--- config.mk ---
export PLATFORM = sky130hd
export DESIGN_NAME = uart_tx_pin_flat
export DESIGN_NICKNAME = d
export VERILOG_FILES = /design/src/rtl/uart_pkg.sv /design/src/rtl/uart_tx_pin_if.sv /design/src/rtl/uart_baud_gen.sv /design/src/rtl/uart_tx_pin.sv /design/src/flat_wrapper.sv
export SDC_FILE = /design/constraint.sdc
export NUM_CORES = 1
export LEC_CHECK = 0
export ABC_AREA = 1
export BUFFER_PORTS_ARGS = -buffer_cell sky130_fd_sc_hd__buf_2
export CAP_MARGIN = 20
export CORE_MARGIN = 2
export CORE_UTILIZATION = 59
export CTS_CLUSTER_SIZE = 28
export DETAILED_ROUTE_END_ITERATION = 16
export PLACE_DENSITY = 0.79
export SLEW_MARGIN = 20
export SYNTH_ARGS = -nofsm -noshare
export SYNTH_HDL_FRONTEND = slang
export SYNTH_HIERARCHICAL = 1
export SYNTH_SLANG_ARGS = --single-unit
--- constraint.sdc ---
create_clock -name clk -period 4.1 [get_ports clk]
set_input_delay 0.41 -clock clk [delete_from_list [all_inputs] [get_ports clk]]
set_output_delay 0.41 -clock clk [all_outputs]
set_load 0.05 [all_outputs]
--- src/rtl/uart_pkg.sv ---
// Shared types and helpers for the uart_tx_pin transmitter slice.
// The optional UART_TX_PARITY_EN build adds the PARITY state to the frame.
package uart_pkg;

    typedef enum logic [2:0] {
        IDLE,
        START,
        DATA,
        PARITY,
        STOP
    } uart_tx_state_t;

    localparam int UART_DATA_W = 8;

    // Clock cycles per bit; any fractional part of the ratio is truncated.
    function automatic int calc_div(input int clk_hz, input int baud);
        return clk_hz / baud;
    endfunction

endpackage

--- src/rtl/uart_tx_pin_if.sv ---
// Byte handshake between a producer and the uart_tx_pin transmitter.
interface uart_tx_pin_if;
    import uart_pkg::*;

    logic [UART_DATA_W-1:0] tx_data;
    logic                   tx_valid;
    logic                   tx_ready;

    modport master (output tx_data, output tx_valid, input tx_ready);
    modport slave  (input tx_data, input tx_valid, output tx_ready);

endinterface

--- src/rtl/uart_baud_gen.sv ---
// Bit-period counter: counts 0..DIV-1 and pulses tick on the last count.
// clear restarts the period so the first bit boundary lands exactly DIV cycles later.
module uart_baud_gen #(
    parameter int DIV = 694
) (
    input  logic clk,
    input  logic arst_n,
    input  logic clear,
    output logic tick
);

    localparam int CW = (DIV > 1) ? $clog2(DIV) : 1;

    logic [CW-1:0] baud_cnt;

    assign tick = (baud_cnt == CW'(DIV - 1));

    always_ff @(posedge clk or negedge arst_n) begin
        if (!arst_n) begin
            baud_cnt <= '0;
        end else if (clear || tick) begin
            baud_cnt <= '0;
        end else begin
            baud_cnt <= baud_cnt + 1'b1;
        end
    end

endmodule

--- src/rtl/uart_tx_pin.sv ---
// Byte-wide UART transmitter (8N1/8N2) driving a registered TX pin.
// Define UART_TX_PARITY_EN to append an even-parity bit after the data bits.
module uart_tx_pin
    import uart_pkg::*;
#(
    parameter int CLK_HZ    = 80_000_000,
    parameter int BAUD      = 115_200,
    parameter int STOP_BITS = 1
) (
    input  logic            clk,
    input  logic            arst_n,
    uart_tx_pin_if.slave    tx,
    output logic            tx_busy,
    output logic            txd
);

    localparam int DIV = calc_div(CLK_HZ, BAUD);
    localparam logic STOP_LAST = 1'(STOP_BITS - 1);

    if (DIV < 2) begin : g_bad_div
        $error("uart_tx_pin: CLK_HZ/BAUD must be at least 2");
    end
    if (STOP_BITS != 1 && STOP_BITS != 2) begin : g_bad_stop
        $error("uart_tx_pin: STOP_BITS must be 1 or 2");
    end

    uart_tx_state_t         state_q, state_d;
    logic                   txd_q, txd_d;
    logic [UART_DATA_W-1:0] shift_q;
    logic [2:0]             bit_cnt;
    logic                   stop_cnt;
    logic                   rst_done_q;
    logic                   tick;
    logic                   xfer;
`ifdef UART_TX_PARITY_EN
    logic                   parity_q;
`endif

    // Ready is held low through the first edge after reset release.
    assign tx.tx_ready = rst_done_q && (state_q == IDLE);
    assign xfer        = tx.tx_valid && tx.tx_ready;
    assign tx_busy     = (state_q != IDLE);
    assign txd         = txd_q;

    uart_baud_gen #(.DIV(DIV)) u_baud (
        .clk    (clk),
        .arst_n (arst_n),
        .clear  (xfer),
        .tick   (tick)
    );

    always_ff @(posedge clk or negedge arst_n) begin
        if (!arst_n) begin
            state_q    <= IDLE;
            txd_q      <= 1'b1;
            rst_done_q <= 1'b0;
        end else begin
            state_q    <= state_d;
            txd_q      <= txd_d;
            rst_done_q <= 1'b1;
        end
    end

    // txd_d is the line level for the state being entered, so the pin is a pure flop.
    always_comb begin
        state_d = state_q;
        txd_d   = txd_q;
        case (state_q)
            IDLE: begin
                txd_d = 1'b1;
                if (xfer) begin
                    state_d = START;
                    txd_d   = 1'b0;
                end
            end
            START: begin
                if (tick) begin
                    state_d = DATA;
                    txd_d   = shift_q[0];
                end
            end
            DATA: begin
                if (tick) begin
                    if (bit_cnt == 3'd7) begin
`ifdef UART_TX_PARITY_EN
                        state_d = PARITY;
                        txd_d   = parity_q;
`else
                        state_d = STOP;
                        txd_d   = 1'b1;
`endif
                    end else begin
                        txd_d = shift_q[1];
                    end
                end
            end
            PARITY: begin
                if (tick) begin
                    state_d = STOP;
                    txd_d   = 1'b1;
                end
            end
            STOP: begin
                if (tick && stop_cnt == STOP_LAST) begin
                    state_d = IDLE;
                    txd_d   = 1'b1;
                end
            end
            default: begin
                state_d = IDLE;
                txd_d   = 1'b1;
            end
        endcase
    end

    always_ff @(posedge clk or negedge arst_n) begin
        if (!arst_n) begin
            shift_q  <= '0;
            bit_cnt  <= '0;
            stop_cnt <= 1'b0;
`ifdef UART_TX_PARITY_EN
            parity_q <= 1'b0;
`endif
        end else if (xfer) begin
            shift_q  <= tx.tx_data;
            bit_cnt  <= '0;
            stop_cnt <= 1'b0;
`ifdef UART_TX_PARITY_EN
            parity_q <= ^tx.tx_data;
`endif
        end else if (tick) begin
            if (state_q == DATA) begin
                shift_q <= shift_q >> 1;
                bit_cnt <= bit_cnt + 3'd1;
            end
            if (state_q == STOP) begin
                stop_cnt <= stop_cnt + 1'b1;
            end
        end
    end

endmodule

--- src/flat_wrapper.sv ---
// flat-port wrapper written by rule: the top's interface ports become plain ports
module uart_tx_pin_flat import uart_pkg::*;
#(
    parameter int CLK_HZ    = 80_000_000,
    parameter int BAUD      = 115_200,
    parameter int STOP_BITS = 1
)
  (clk, arst_n, tx_busy, txd, tx_tx_data, tx_tx_valid, tx_tx_ready);
  uart_tx_pin_if tx_i ();
  input  logic clk;
  input  logic arst_n;
  output logic tx_busy;
  output logic txd;
  input wire logic [$bits(tx_i.tx_data)-1:0] tx_tx_data;
  input wire logic [$bits(tx_i.tx_valid)-1:0] tx_tx_valid;
  output wire logic [$bits(tx_i.tx_ready)-1:0] tx_tx_ready;
  assign tx_i.tx_data = tx_tx_data;
  assign tx_i.tx_valid = tx_tx_valid;
  assign tx_tx_ready = tx_i.tx_ready;
  uart_tx_pin #(.CLK_HZ(CLK_HZ), .BAUD(BAUD), .STOP_BITS(STOP_BITS)) u_core (.clk(clk), .arst_n(arst_n), .tx(tx_i), .tx_busy(tx_busy), .txd(txd));
endmodule
After elaboration in Yosys (flattened, before gate mapping)
Cells that the tools add are included.
- bits in registers: 27
- output and inout port bits: 3
- word-level logic and storage cells: 60
- add/sub/neg operators: 3
- bitwise logic cells: 1
- reduce and logical (&&, ||, !) cells: 13
- equality and inequality tests: 12
- muxes and demuxes: 24
- operators with widths (cell ; count):
    two-way mux 3 bit ; 9
    two-way mux 8 bit ; 3
    case mux 3 bit (5 select lines) ; 1
    adder 10 x 1 -> 10 bit (second input constant) ; 1
    == test 10 bit (second input constant) ; 1
    two-way mux 10 bit ; 1
    != test 2 x 1 -> 1 bit (second input constant) ; 5
    two-way mux 1 bit ; 9
    == test 3 x 2 -> 1 bit (second input constant) ; 2
    == test 3 bit (second input constant) ; 2
    AND reduction 6 bit ; 1
    nonzero test 2 bit ; 3
    case mux 1 bit (5 select lines) ; 1
    AND reduction 2 bit ; 2
    AND reduction 4 bit ; 1
    adder 3 x 1 -> 3 bit (second input constant) ; 1
    == test 3 x 1 -> 1 bit (second input constant) ; 1
    logical AND 1 bit ; 3
    logical NOT 3 bit ; 1
    nonzero test 3 bit ; 1
    != test 2 bit (second input constant) ; 1
    adder 1 bit (second input constant) ; 1
    logical OR 1 bit ; 1
    NOT 1 bit ; 1

Depth between registers and ports, before layout
Gate-level depths: netlist of run 1.
- depth in word-level cells: 5
- depth in mapped cells: 13
- depth with buffers taken out: 13

Hierarchy
Netlist of run 1, hierarchy kept.
- by module, submodules not included (module ; instances ; cells each ; area an instance (µm²) ; sequential area each (µm²)):
    uart_tx_pin ; 1 ; 126 ; 929.6 ; 426.7
    uart_baud_gen ; 1 ; 68 ; 543.0 ; 250.2

Least setup slack after synthesis of run 1
OpenSTA, ideal clock, no wires.
- path kind: reg-to-reg
- start: reg u_core.state_q[1]
- end: reg u_core.u_baud.baud_cnt[5]
- path slack: 2466 ps
- data required time: 3977 ps
- period minus slack after synthesis: 1634 ps
- arrival: 1512 ps
- cell stages (with the launch flop): 9
- library setup time: 123 ps
- cell sequence: dfrtp_1 -> nor2_4 -> nand2_4 -> nor2_4 -> nand2_2 -> inv_2 -> inv_1 -> nand2_2 -> nor2_1
- cells in the longest elaborated chain, start to end: 5
- RTL lines (item ; line ; RTL):
    start: declaration ; uart_tx_pin.sv:27 ; uart_tx_state_t state_q, state_d;
    start signal: assignment ; uart_tx_pin.sv:58 ; state_q <= state_d;
    logical NOT 3 bit ; uart_tx_pin.sv:40 ; assign tx.tx_ready = rst_done_q && (state_q == IDLE);
    logical AND 1 bit ; uart_tx_pin.sv:40 ;
    named net tx_tx_ready ; flat_wrapper.sv:16 ; output wire logic [$bits(tx_i.tx_ready)-1:0] tx_tx_ready;
    logical AND 1 bit ; uart_tx_pin.sv:41 ; assign xfer = tx.tx_valid && tx.tx_ready;
    named net u_core.xfer ; uart_tx_pin.sv:34 ; logic xfer;
    logical OR 1 bit ; uart_baud_gen.sv:21 ; end else if (clear || tick) begin
    two-way mux 10 bit ; uart_baud_gen.sv:21 ;
    end signal: assignment ; uart_baud_gen.sv:24 ; baud_cnt <= baud_cnt + 1'b1;
    end: declaration ; uart_baud_gen.sv:14 ; logic [CW-1:0] baud_cnt;
The timed path passes the listed nets, and every way through them passes these cells.
A chain may end at the register's enable or synchronous reset.

Worst setup path after layout of run 1
- start: reg u_core.state_q[0]
- end: out tx_tx_ready
- cells in the longest elaborated chain, start to end: 2
- RTL lines (item ; line):
    logical NOT 3 bit ; uart_tx_pin.sv:40
    logical AND 1 bit ; uart_tx_pin.sv:40
    end: declaration ; flat_wrapper.sv:16
No other way between the ends.

==> out/results.ini, run 1 <==
[floorplanning]
die_area_um2=2910
die_width_um=54.0
core_area_um2=2410
io-pin-count=14
initial_utilization_pct=61.1
rows=18
die_h_um=54.0

[clock_network]
cts_inserted_buffers=3
cts_setup_buffers=0
htree_levels=1
cts_hold_buf=0
cts_resized=0
clk_latency_ns=0.32
root_buffer=clkbuf_4
cts_tree=built
clock_sinks=27
clockBufferDepth=2
clk_pin_slew_ns=0.14

[sta]
drv_slew=0
finalClockSkew_ns=0.00125
fin_ws_ns=2.28
fin_crit_sh_pct=44.5
setup_viol=0
whs_ns=0.0651
rsz0062_at_grt=no
hold_viol=0
min_period_ns=1.82
setup_tns_ns=0
tightestPinTransition_ns=0.588
max_slew_margin_pct=60.8
fmaxAchievable_mhz=549

[detailed_routing]
ant_nets=0
vias=1243
drc_errors=0
totalWireLength_um=2670
drt_iter0_drc=62
viasPerCell=5.18
drtPass1Iterations=6
wl_per_cell_um=11.1

[synthesis]
synth_top_cell_by_area=dfrtp_1
synth_warnings=6
synth_edf_count=0
synth_cell_type_count=23
postSynthCellCount=194
syn_avg_cell_area_um2=7.59
postSynthNetCount=209
synth.top_cells.by_count=nand2_1 (65), dfrtp_1 (26), inv_1 (26)
synth_ff_type=dfrtp_1
synth_top_area_share_pct=44.2
synth-seq-cells=27
yosys-top-cells-area=dfrtp_1 (44%), nand2_1 (17%), inv_1 (6.6%)
syn_area_um2=1470
synth.most_common_cell=nand2_1
ys_seq_area_share_pct=46.0
async_flop_share_pct=100

[flow_run]
maxCapViolCount=0

[setup_path]
end_kind=primary output
crit_arrival_ns=1.41
start_kind=flop
critPathKind=flop to primary output
ff2ff_setup_slack_ns=2.36
cp.required_ns=3.69
critical_path.max_fanout=5

[global_routing]
grt_max_degree=28
grt_pass1_wl_um=4360
grt_util_met2_pct=35.2
first_global_vias=1083
grt_remaining_overflow=0
track_usage_pct=21.0
antenna_found_initial=0
met3_usage_pct=3.61
grtUsageMet1_pct=25.8
busiest_layer=met2

[final_layout]
areaGrowthSynthToFinish_pct=8.07
regArea_um2=677
num-fill-cells=201
multi_input_area_um2=666
fin_nets=226
diodes=0
drive_gt1_share_pct=16.2

[worst_hold_path]
min_path_type=input pin to async pin

[placed_design]
io_buffer_count=13
finalWeightedCongestion=0.842
post-place-ws_ns=2.43
dp_hpwl_um=1950

[pwr]
power.density_nw_per_um2=577
leakagePower_uw=0.000894
irDropWorstVdd_uv=437

[status]
outcome=finished clean

==> where the power goes <==
part / leakage (uW) / internal [uW] / switching [uW]
combinational: 0.000532 / 124 / 251
clock: 0.0000177 / 36.6 / 78.0
sequential: 0.000344 / 353 / 77.2
total: 0.000894 / 513 / 406
==> path summary, 6_finish.rpt <==
kind | start | depth (start not counted) | endpoint
worst max-delay path | u_core/state_q[0]$_DFFE_PN0P_ | 4 | tx_tx_ready
worst min-delay path | arst_n | 1 | u_core/u_baud/baud_cnt[9]$_DFF_PN0_
worst max register to register | u_core/u_baud/baud_cnt[1]$_DFF_PN0_ | 12 | u_core/state_q[1]$_DFFE_PN0P_
worst min register to register | u_core/shift_q[6]$_DFFE_PN0P_ | 2 | u_core/shift_q[6]$_DFFE_PN0P_
max in group asynchronous | arst_n | 1 | u_core/bit_cnt[0]$_DFFE_PN0P_
min in group clk | tx_tx_data[0] | 3 | u_core/shift_q[0]$_DFFE_PN0P_
==> flip-flops by register name, summed over array words and instances, names as in the netlist <==
name	count
u_core/bit_cnt	3
u_core/rst_done_q	1
u_core/shift_q	8
u_core/state_q	3
u_core/stop_cnt	1
u_core/txd	1
u_core/u_baud/baud_cnt	10
==> stage by stage <==
stage / instances / util (%) / cell area [um^2] / total power, uW
after floorplan: 194 / - / 1470 / 721
after global placement: 236 / 64.9 / 1560 / 787
after detailed placement: 236 / 64.9 / 1560 / 806
after CTS: 240 / 66.0 / 1590 / 925
after global routing: 240 / 66.0 / 1590 / 994
final: 240 / 66.0 / 1590 / 919
==> logic make-up (layout without fill, tap and decap cells) <==
family          count (synthesis)  count (layout)  synth area share, %
flops                          27              27                 46.0
compound gates                 14              14                 5.44
buf+inv                        32              48                 8.84
simple gates                  112             112                 33.7
xor+xnor                        4               4                 2.38
fa+ha+maj                       4               4                 3.40
other cells                     1               1                0.255
==> cell usage in the layout (no fill, tap or decap), types with 2 or more instances in the layout <==
cell,synthesis,final
clkbuf_4,0,3
inv_2,4,4
inv_1,26,26
nand2_2,3,3
o21bai_1,4,4
ha_1,4,4
xor2_1,3,3
nor2_1,19,19
nor2_2,3,3
nand3_1,13,13
nand2_1,65,65
nor2_4,2,2
nand4_1,3,3
o21ai_0,7,7
a21oi_1,3,3
nand2_4,2,2
buf_2,0,13
dfrtp_1,26,26
==> per-layer routing <==
metal / up-vias / part of all wire, %
met1: 573 / 45
met5: - / 0
met4: 0 / 1.0
met2: 40 / 50
li1: 626 / -
met3: 4 / 4.0
==> critical path: stages, from the launching register on <==
cell and delay [ns]:
dfrtp_1 0.49, nor2_4 0.17, nand2_4 0.08, nor2_4 0.09, buf_2 0.26
==> cell type report <==
cell class              instances  area share (%)
clock buffers                   3            1.42
clock inverters                 1           0.314
inverters                      31            7.47
multi-input cells             135            41.8
flip-flops and latches         27            42.5
well taps                      30            2.36
repair buffers                 13            4.09
(Power assumes the default switching activity.)
==> run 2: changes to the inputs <==
- CORE_UTILIZATION: 59 -> 52
- PLACE_DENSITY: 0.79 -> 0.74
- clock period: 4.1 -> 1.5 ns (I/O delays scaled with it)
==> out/results.ini, run 2 (synthesis results as in run 1) <==
[sta]
whs_ns=0.0105  ; -0.0547 ns
setup_viol=0  ; unchanged
max_slew_margin_pct=59.1  ; -1.7 points
finalClockSkew_ns=0.0127  ; +0.0115 ns
fmaxAchievable_mhz=693
tightestPinTransition_ns=0.614  ; +0.0254 ns
rsz0062_at_grt=yes
hold_viol=0  ; unchanged
drv_slew=0  ; unchanged
min_period_ns=1.44
fin_crit_sh_pct=96.2

[final_layout]
top_register=u_core/u_baud/baud_cnt
fin_nets=242  ; +7.1%
num-fill-cells=248  ; +23%
regArea_um2=678  ; +0.18%
diodes=0  ; unchanged
drive_gt1_share_pct=26.1  ; +9.9 points
final_common_cell=nand2_1
largest_register_ff_count=10  ; unchanged
areaGrowthSynthToFinish_pct=21.5
fin_util_pct=65.4  ; -0.60 points
fin_cells=257  ; +7.1%
top_regs=u_core/u_baud/baud_cnt x10, u_core/shift_q x8
multi_input_area_um2=709  ; +6.6%
mostFrequentLayoutCells=nand2_1 (64), dfrtp_1 (25), inv_1 (24), nor2_1 (18), buf_4 (14)

[worst_hold_path]
hold_end=u_core/shift_q[7]$_DFFE_PN0P_
hold_path.startpoint=tx_tx_data[7]
whs_path_depth=3
min_path_type=input pin to flop

[pwr]
power.density_nw_per_um2=1600  ; +180%
totalPowerFinal_uw=2850  ; +210%
leakagePower_uw=0.000977  ; +9.2%
irDropWorstVdd_uv=1420  ; +220%

[clock_network]
clk_pin_slew_ns=0.16  ; +0.02 ns
clock_sinks=27  ; unchanged
htree_levels=1  ; unchanged
cts_inserted_buffers=3  ; unchanged
clockBufferDepth=2  ; unchanged
root_buffer=clkbuf_4
clk_latency_ns=0.34  ; +0.02 ns
cts_tree=built

[setup_path]
critical_path.max_fanout=4  ; -1
ff2ff_setup_slack_ns=0.06  ; -2.30 ns
cp.required_ns=1.35  ; -2.34 ns
crit_start=u_core/state_q[2]$_DFFE_PN0P_
path_cells=inv_2 > nand2_4 > nor2_4 > buf_6
critPathSlowestCell=dfrtp_1
path_depth=4  ; unchanged
rr_worst_depth=11  ; -1
worst-path-buf-inv=2  ; +1
worst_r2r_endpoint=u_core/state_q[0]$_DFFE_PN0P_
crit_arrival_ns=1.29  ; -0.12 ns
end_kind=primary output
regToRegStartpoint=u_core/u_baud/baud_cnt[1]$_DFF_PN0_
cp_top_family=flip-flops
critPathKind=flop to primary output
crit_path_max_incr_delay_ns=0.47  ; -0.02 ns
start_kind=flop

[global_routing]
first_global_vias=1233  ; +14%
grt_util_met2_pct=32.7  ; -2.5 points
met3_usage_pct=2.04  ; -1.6 points
grt_pass1_wl_um=4900  ; +12%
busiest_layer=met2
grt_max_degree=28  ; unchanged
grtUsageMet1_pct=22.9  ; -2.9 points
antenna_found_initial=0  ; unchanged
grt_remaining_overflow=0  ; unchanged
track_usage_pct=18.7  ; -2.3 points

[floorplanning]
die_h_um=57.2  ; +6.0%
rows=19  ; +1
die_width_um=57.2  ; +6.0%
initial_utilization_pct=53.9  ; -7.2 points
core_area_um2=2730  ; +13%
io-pin-count=14  ; unchanged
die_area_um2=3270  ; +12%

[detailed_routing]
drc_errors=0  ; unchanged
vias=1302  ; +4.7%
totalWireLength_um=3040  ; +14%
drtPass1Iterations=6  ; unchanged
drt_iter0_drc=27  ; -56%
wl_per_cell_um=11.8  ; +6.4%
ant_nets=0  ; unchanged
viasPerCell=5.07  ; -2.2%

[placed_design]
io_buffer_count=13  ; unchanged
placed_cells=247  ; +4.7%
finalWeightedCongestion=0.879  ; +4.5%
dp_hpwl_um=2110  ; +8.2%

[flow_run]
maxCapViolCount=0  ; unchanged

[status]
outcome=finished clean

==> run 2: cell types whose count changed in the layout (fill, tap and decap cells not counted), moves of 2 or more <==
cell,delta
inv_1,-2
buf_4,+14
nand3_1,-3
nand2_4,+2
nand3_2,+3
==> run 2: worst max-delay path by stage <==
stage	to	slack, ns
floorplan	u_core/shift_q[1]$_DFFE_PN0P_	-0.11
global placement	u_core/state_q[0]$_DFFE_PN0P_	0.03
detailed placement	u_core/state_q[0]$_DFFE_PN0P_	-0.07
CTS	tx_tx_ready	0.001
global route	u_core/state_q[2]$_DFFE_PN0P_	-0.04
finish	tx_tx_ready	0.06
==> run 2: through the flow <==
stage / setup TNS, ns / setup slack (ns) / cell area [um^2]
6_report: 0 / 0.0573 / 1790
2_1_floorplan: -1.90 / -0.115 / 1480
3_5_place_dp: -0.205 / -0.0655 / 1660
3_3_place_gp: 0 / 0.0313 / 1660
4_1_cts: 0 / 0.00125 / 1720
5_1_grt: -0.188 / -0.0378 / 1790
==> run 2: routing by layer <==
metal	up-vias	routed length (um)	share of wire, %
met5	-	0	0
met4	0	24	0.79
met3	2	89	2.9
met2	25	1520	50
met1	617	1410	46
li1	658	-	-
==> run 2: final cells by class <==
| cell class | instances | area share, % |
|---|---|---|
| inverters | 31 | 7.06 |
| clock inverters | 1 | 0.420 |
| clock buffers | 3 | 1.26 |
| flip-flops and latches | 27 | 37.9 |
| repair buffers | 29 | 11.5 |
| multi-input cells | 135 | 39.7 |
| well taps | 31 | 2.17 |
==> run 2: power breakdown <==
group / internal, uW / switching [uW] / leakage [uW]
Combinational: 545 / 867 / 0.000620
Sequential: 965 / 143 / 0.000343
Clock: 102 / 232 / 0.0000139
Total: 1610 / 1240 / 0.000977
==> run 2: worst min-delay path, cell delays in order <==
cell     delay (ns)
buf_2          0.07
nand2_1        0.04
o21ai_0        0.06
==> run 2: timing repair <==
action	in CTS	in global routing
pin swaps	2	3
hold buffers	1	0
hold endpoints to repair	26	0
gates resized for setup	5	12
endpoints found under the setup margin	5	20
setup buffers	1	4
gates cloned	0	0
